### config.mk
export PLATFORM = sky130hd
export DESIGN_NAME = timer_counter
export DESIGN_NICKNAME = d
export VERILOG_FILES = /design/src/rtl/timer_counter.sv
export SDC_FILE = /design/constraint.sdc
export NUM_CORES = 1
export LEC_CHECK = 0
export CELL_PAD_IN_SITES_DETAIL_PLACEMENT = 1
export CELL_PAD_IN_SITES_GLOBAL_PLACEMENT = 2
export CORE_MARGIN = 2
export CORE_UTILIZATION = 26
export DETAILED_ROUTE_END_ITERATION = 10
export GPL_ROUTABILITY_DRIVEN = 0
export PLACE_DENSITY_LB_ADDON = 0.08
export SYNTH_ARGS = -nofsm -noshare
export SYNTH_HDL_FRONTEND = slang
export SYNTH_SLANG_ARGS = --single-unit
### constraint.sdc
create_clock -name PCLK -period 2.6 [get_ports PCLK]
set_input_delay 0.52 -clock PCLK [delete_from_list [all_inputs] [get_ports PCLK]]
set_output_delay 0.52 -clock PCLK [all_outputs]
set_load 0.02 [all_outputs]
### src/rtl/timer_counter.sv
// Counting core of the 8-bit timer: PCLK prescaler selected by TCR[1:0] plus an
// up/down counter with load, enable and sticky wrap flags.
module timer_counter (
  input  logic       PCLK,
  input  logic       PRESETn,
  input  logic [7:0] TDR,
  input  logic [7:0] TCR,
  input  logic [1:0] FLAG_CLR,
  output logic [7:0] TCNT,
  output logic       TMR_OVF,
  output logic       TMR_UDF
);

  localparam int DATA_WIDTH = 8;
  localparam int DIV_WIDTH  = 4;

  logic [DATA_WIDTH-1:0] r_tcnt;
  logic [DIV_WIDTH-1:0]  r_div;
  logic                  r_ovf;
  logic                  r_udf;

  logic                  w_load;
  logic                  w_dir;
  logic                  w_en;
  logic [1:0]            w_cks;
  logic [DIV_WIDTH-1:0]  w_mask;
  logic                  w_tick;
  logic                  w_wrap_up;
  logic                  w_wrap_dn;
  logic [DATA_WIDTH-1:0] w_tcnt_nxt;
  logic [DIV_WIDTH-1:0]  w_div_nxt;

  assign w_load = TCR[7];
  assign w_dir  = TCR[5];
  assign w_en   = TCR[4];
  assign w_cks  = TCR[1:0];

  always_comb begin
    // NOTE: every combinational output gets a default first so no path infers a latch.
    w_mask = 4'b0001;
    case (w_cks)
      2'b00:   w_mask = 4'b0001;
      2'b01:   w_mask = 4'b0011;
      2'b10:   w_mask = 4'b0111;
      default: w_mask = 4'b1111;
    endcase
  end

  // A tick needs the low CKS+1 divider bits all set; LOAD suppresses it entirely.
  assign w_tick    = !w_load && w_en && ((r_div & w_mask) == w_mask);
  assign w_wrap_up = w_tick && !w_dir && (r_tcnt == {DATA_WIDTH{1'b1}});
  assign w_wrap_dn = w_tick &&  w_dir && (r_tcnt == {DATA_WIDTH{1'b0}});

  always_comb begin
    w_tcnt_nxt = r_tcnt;
    w_div_nxt  = '0;
    if (w_load) begin
      w_tcnt_nxt = TDR;
    end else if (w_en) begin
      w_div_nxt = r_div + 1'b1;
      if (w_tick) begin
        w_tcnt_nxt = w_dir ? r_tcnt - 1'b1 : r_tcnt + 1'b1;
      end
    end
  end

  // NOTE: state registers use non-blocking assignments so all flops update together.
  always_ff @(posedge PCLK or negedge PRESETn) begin
    if (!PRESETn) begin
      r_tcnt <= '0;
      r_div  <= '0;
      r_ovf  <= 1'b0;
      r_udf  <= 1'b0;
    end else begin
      r_tcnt <= w_tcnt_nxt;
      r_div  <= w_div_nxt;
      // A wrap on the same edge as a clear keeps the flag set.
      if (w_wrap_up)        r_ovf <= 1'b1;
      else if (FLAG_CLR[0]) r_ovf <= 1'b0;
      if (w_wrap_dn)        r_udf <= 1'b1;
      else if (FLAG_CLR[1]) r_udf <= 1'b0;
    end
  end

  assign TCNT    = r_tcnt;
  assign TMR_OVF = r_ovf;
  assign TMR_UDF = r_udf;

endmodule

Word-level counts from Yosys, hierarchy flattened
Index checks and enable logic that the tools add are counted.
{"block": "classes", "add_sub_neg": 3, "n_eq_ne": 4, "muxes": 11, "n_bitwise": 1, "reduce_logical": 15}
{"operator": "$mux W8", "n": 4}
{"operator": "$pmux W4 S3", "n": 1}
{"operator": "$add A8 B1 Y8 const B", "n": 1}
{"operator": "$eq A8 B8 Y1 const B", "n": 1}
{"operator": "$logic_not A8 Y1", "n": 1}
{"operator": "$mux W4", "n": 2}
{"operator": "$reduce_bool A2 Y1", "n": 4}
{"operator": "$sub A8 B1 Y8 const B", "n": 1}
{"operator": "$logic_and A1 B1 Y1", "n": 6}
{"operator": "$add A4 B1 Y4 const B", "n": 1}
{"operator": "$and A4 B4 Y4", "n": 1}
{"operator": "$eq A4 B4 Y1", "n": 1}
{"operator": "$mux W1", "n": 4}
{"operator": "$eq A2 B1 Y1 const B", "n": 1}
{"operator": "$eq A2 B2 Y1 const B", "n": 1}
{"operator": "$logic_not A1 Y1", "n": 2}
{"operator": "$logic_not A2 Y1", "n": 1}
{"operator": "$reduce_and A2 Y1", "n": 1}
{"block": "totals", "ff_bits": 14, "in_bits": 20, "out_inout_bits": 10, "elab_cells": 38}

Longest topological paths before layout
{"block": "logic_depth", "depth_word": 8, "mapped_depth": 7, "ltp_nobuf": 7}

Least setup slack after synthesis
OpenSTA, ideal clock, no wires.
{"block": "synth_timing", "path_kind": "in2reg", "start": "input port TCR[5]", "end": "register r_tcnt[7], in the netlist TCNT[7]", "setup_ns": 0.082, "arrival_time_ns": 2.024, "required_time_ns": 2.518, "path_slack_ns": 0.494, "path_stages": 6, "n_path_buf": 0, "cell_sequence": "ha_1 > a21o_1 > and4_4 > o2111a_1 > or4_1 > a31oi_1"}
{"block": "synth_between", "elab_chain_len": 4}
{"element": "from (decl)", "line": "7", "rtl": "input logic [7:0] TCR,"}
{"element": "$mux W8", "line": "62", "rtl": "w_tcnt_nxt = w_dir ? r_tcnt - 1'b1 : r_tcnt + 1'b1;"}
{"element": "$mux W8", "line": "61", "rtl": "if (w_tick) begin"}
{"element": "$mux W8", "line": "59", "rtl": "end else if (w_en) begin"}
{"element": "$mux W8", "line": "57", "rtl": "if (w_load) begin"}
{"element": "to (signal assigned)", "line": "75", "rtl": "r_tcnt <= w_tcnt_nxt;"}
{"element": "to (decl)", "line": "17", "rtl": "logic [DATA_WIDTH-1:0] r_tcnt;"}
Every way passes these cells. The select of a mux whose other input is x is not followed.
A chain may end at the register's enable or synchronous reset.

Final worst setup path
Same ends and word-level chain as after synthesis.

==> reports/qor.txt <==
Drt wl/cell -> 14.1 µm
Startpoint types -> input pin
Post-synth top area share -> 35.8%
Number of synthesized register bits -> 14
CTS Sinks -> 14
Cts repair resizes -> 0
CP Class -> input pin to register
WP data arrival -> 2.34 ns
Synth area leader -> dfrtp_1
Data required time of the critical path -> 2.77 ns
RSZ-0062 raised after global routing -> no
Avg Synthesized Cell Area -> 8.89 µm²
Final TNS setup -> 0 ns
Largest net degree at the start of global routing -> 15
Layout Skew -> 0.00629 ns
Net count, final -> 183
Syn_nets -> 138
Final HPWL DP -> 2.26 mm
Initial DRC count -> 21
Ys async rst share -> 100%
Global-route wire length before repair -> 5.13 mm
DP Cell Count -> 198
Crit path max fanout -> 6
Mapped Cells -> 110
PD cells -> 476 nW/µm²
1st-pass router iterations -> 4
CP Buf/Inv Count -> 2
Achievable Freq -> 461 MHz
Sequential area share after synthesis -> 35.8%
CP cell instances -> dlymetal6s2s_1 > buf_4 > ha_1 > a21o_1 > a22oi_1 > nand3_1 > or4_1 > a31oi_1
Layout area overhead -> 50.0%
Number of antenna diodes -> 0
Status -> finished, final reports clean
Synth top area cells -> dfrtp_1 36%, ha_1 9.0%, nand2_1 4.2%
Worst Max-Slew Pin Slew -> 0.719 ns
Post-CTS Setup Inserts -> 0
Post-synth EDFFs -> 0
Post-synthesis cell type count -> 39
TritonCTS buffer count -> 3
CTS tree -> yes
Clk root buf -> clkbuf_8
Initial antenna violation count -> 0
Worst skew pair latency -> 0.25 ns
Slew HR -> 51.9%
Clk buf depth -> 2
Worst hold path type -> register to register
Core Area -> 3630 µm²
GR Util All Layers -> 15.4%
H-tree depth -> 1
Initial Utilization -> 26.9%
Max Cap Viol -> 0
Die Footprint -> 4270 µm²
Leak pwr -> 0.644 nW
DR vias -> 969
Final non-filler cell total -> 202
Remaining Overflow, GRT -> 0
Warnings, synthesis -> 0
Vias/cell -> 4.80
Mapped cell area -> 978 µm²
Die Wd -> 65.3 µm
Fin crit period -> 2.17 ns
Buffers on Ports -> 26
Chip Height -> 65.3 µm
Hold_buf cts -> 0
Clock slew at reported path FFs -> 0.07 ns
Dominant synthesized flop cell -> dfrtp_1
Pwr Total -> 0.698 mW
Max stage delay on crit path -> 0.41 ns
Routed wire length -> 2.86 mm
Number of setup violations in the final report -> 0
Row count -> 22
Final Hold Viols -> 0
Fillcell total -> 446
Crit path max-delay family -> compound AO/OA/AOI/OAI gates
Final Slew Violations -> 0
Residual DRC -> 0
# IOs -> 30
Antenna Violating Nets Remaining -> 0
Share of post-route cells with drive strength above 1 -> 16.9%
Number of global-route vias before repair -> 1099
CP max stage cell -> or4_1
Max rail drop VDD -> 203 µV
Share of the cycle needed by the critical path after routing -> 83.4%
Crit end category -> register
==> placed cells by master, fill, tap and decap left out, drive strengths merged, types with 2 or more instances in the layout <==
cell,netlist,layout
clkdlybuf4s50,0,25
buf,1,16
dfrtp,14,14
nand2,11,11
nor2,10,10
o21ai,9,9
inv,7,7
ha,7,7
nand3,5,5
xnor2,4,4
a21oi,4,4
clkbuf,1,4
mux2i,3,3
and3,2,2
nor2b,2,2
a21o,2,2
nor4,2,2
a31oi,2,2
nand4,2,2
o22ai,2,2
o21a,2,2
or4,2,2
==> power by group <==
group	internal [mW]	total (mW)	switching, mW
Sequential	0.231	0.252	0.0207
Clock	0.134	0.225	0.0906
Combinational	0.120	0.221	0.101
Total	0.486	0.698	0.212
==> routing by layer <==
metal / track usage, % / wire (µm) / up-vias
met2: 27.8 / 1420 / 14
met5: 0 / 0 / -
li1: - / - / 486
met1: 19.6 / 1320 / 467
met4: 3.65 / 20 / 0
met3: 1.88 / 94 / 2
==> synth_stat cells (all sizes together) (2+ instances only) <==
cell type  instances
nand2             11
xnor2              4
or4                2
o22ai              2
nand3              5
a31oi              2
o21a               2
nor2              10
and3               2
nand4              2
o21ai              9
nor2b              2
nor4               2
a21o               2
mux2i              3
a21oi              4
ha                 7
inv                7
dfrtp             14
==> metrics by stage <==
step / hold WS [ns] / worst slack [ns] / utilization (%) / area, µm²
floorplan: 0.224 / 0.494 / - / 978
global placement: 0.513 / -0.186 / 38.8 / 1410
detailed placement: 0.510 / -0.227 / 38.8 / 1410
CTS: 0.522 / 0.0431 / 40.3 / 1470
global route: 0.545 / 0.291 / 40.4 / 1470
finish: 0.511 / 0.432 / 40.4 / 1470
==> worst paths after layout <==
check | depth (start not counted) | startpoint | end | slack, ns
max in group asynchronous | 1 | PRESETn | r_div[3]$_DFF_PN0_ | 1.44
worst max-delay path | 8 | TCR[5] | TCNT[7]$_DFFE_PN0P_ | 0.43
worst min register to register | 1 | r_div[0]$_DFF_PN0_ | r_div[0]$_DFF_PN0_ | 0.51
worst min-delay path | 1 | r_div[0]$_DFF_PN0_ | r_div[0]$_DFF_PN0_ | 0.51
worst max register to register | 6 | TCNT[1]$_DFFE_PN0P_ | TCNT[7]$_DFFE_PN0P_ | 0.51
min in group asynchronous | 1 | PRESETn | r_div[0]$_DFF_PN0_ | 0.70
==> area by class of cell <==
type                       instances  area [µm²]  share of cell area, %
tap                               48        60.1                   4.09
sequential                        14         350                   23.9
inverter                           7        26.3                   1.79
multi-input combinational         87         593                   40.4
clock buffer                       4        55.1                   3.75
timing repair buffer              42         383                   26.1
==> registers in the layout, summed over array words and instances (netlist names) <==
register	cells
TCNT	8
r_div	4
TMR_OVF	1
TMR_UDF	1
==> cells by family after synthesis <==
logic type	after synthesis	share of synthesized area, %
DFF	14	35.8
adders and majority gates	8	11.0
xor gates and xnor gates	5	4.48
buffers and inverters	9	3.58
muxes	4	4.22
AOI/OAI and AO/OA	29	19.3
and+or+nand+nor	41	21.6
Note: power is estimated with default switching activity, not from simulation.
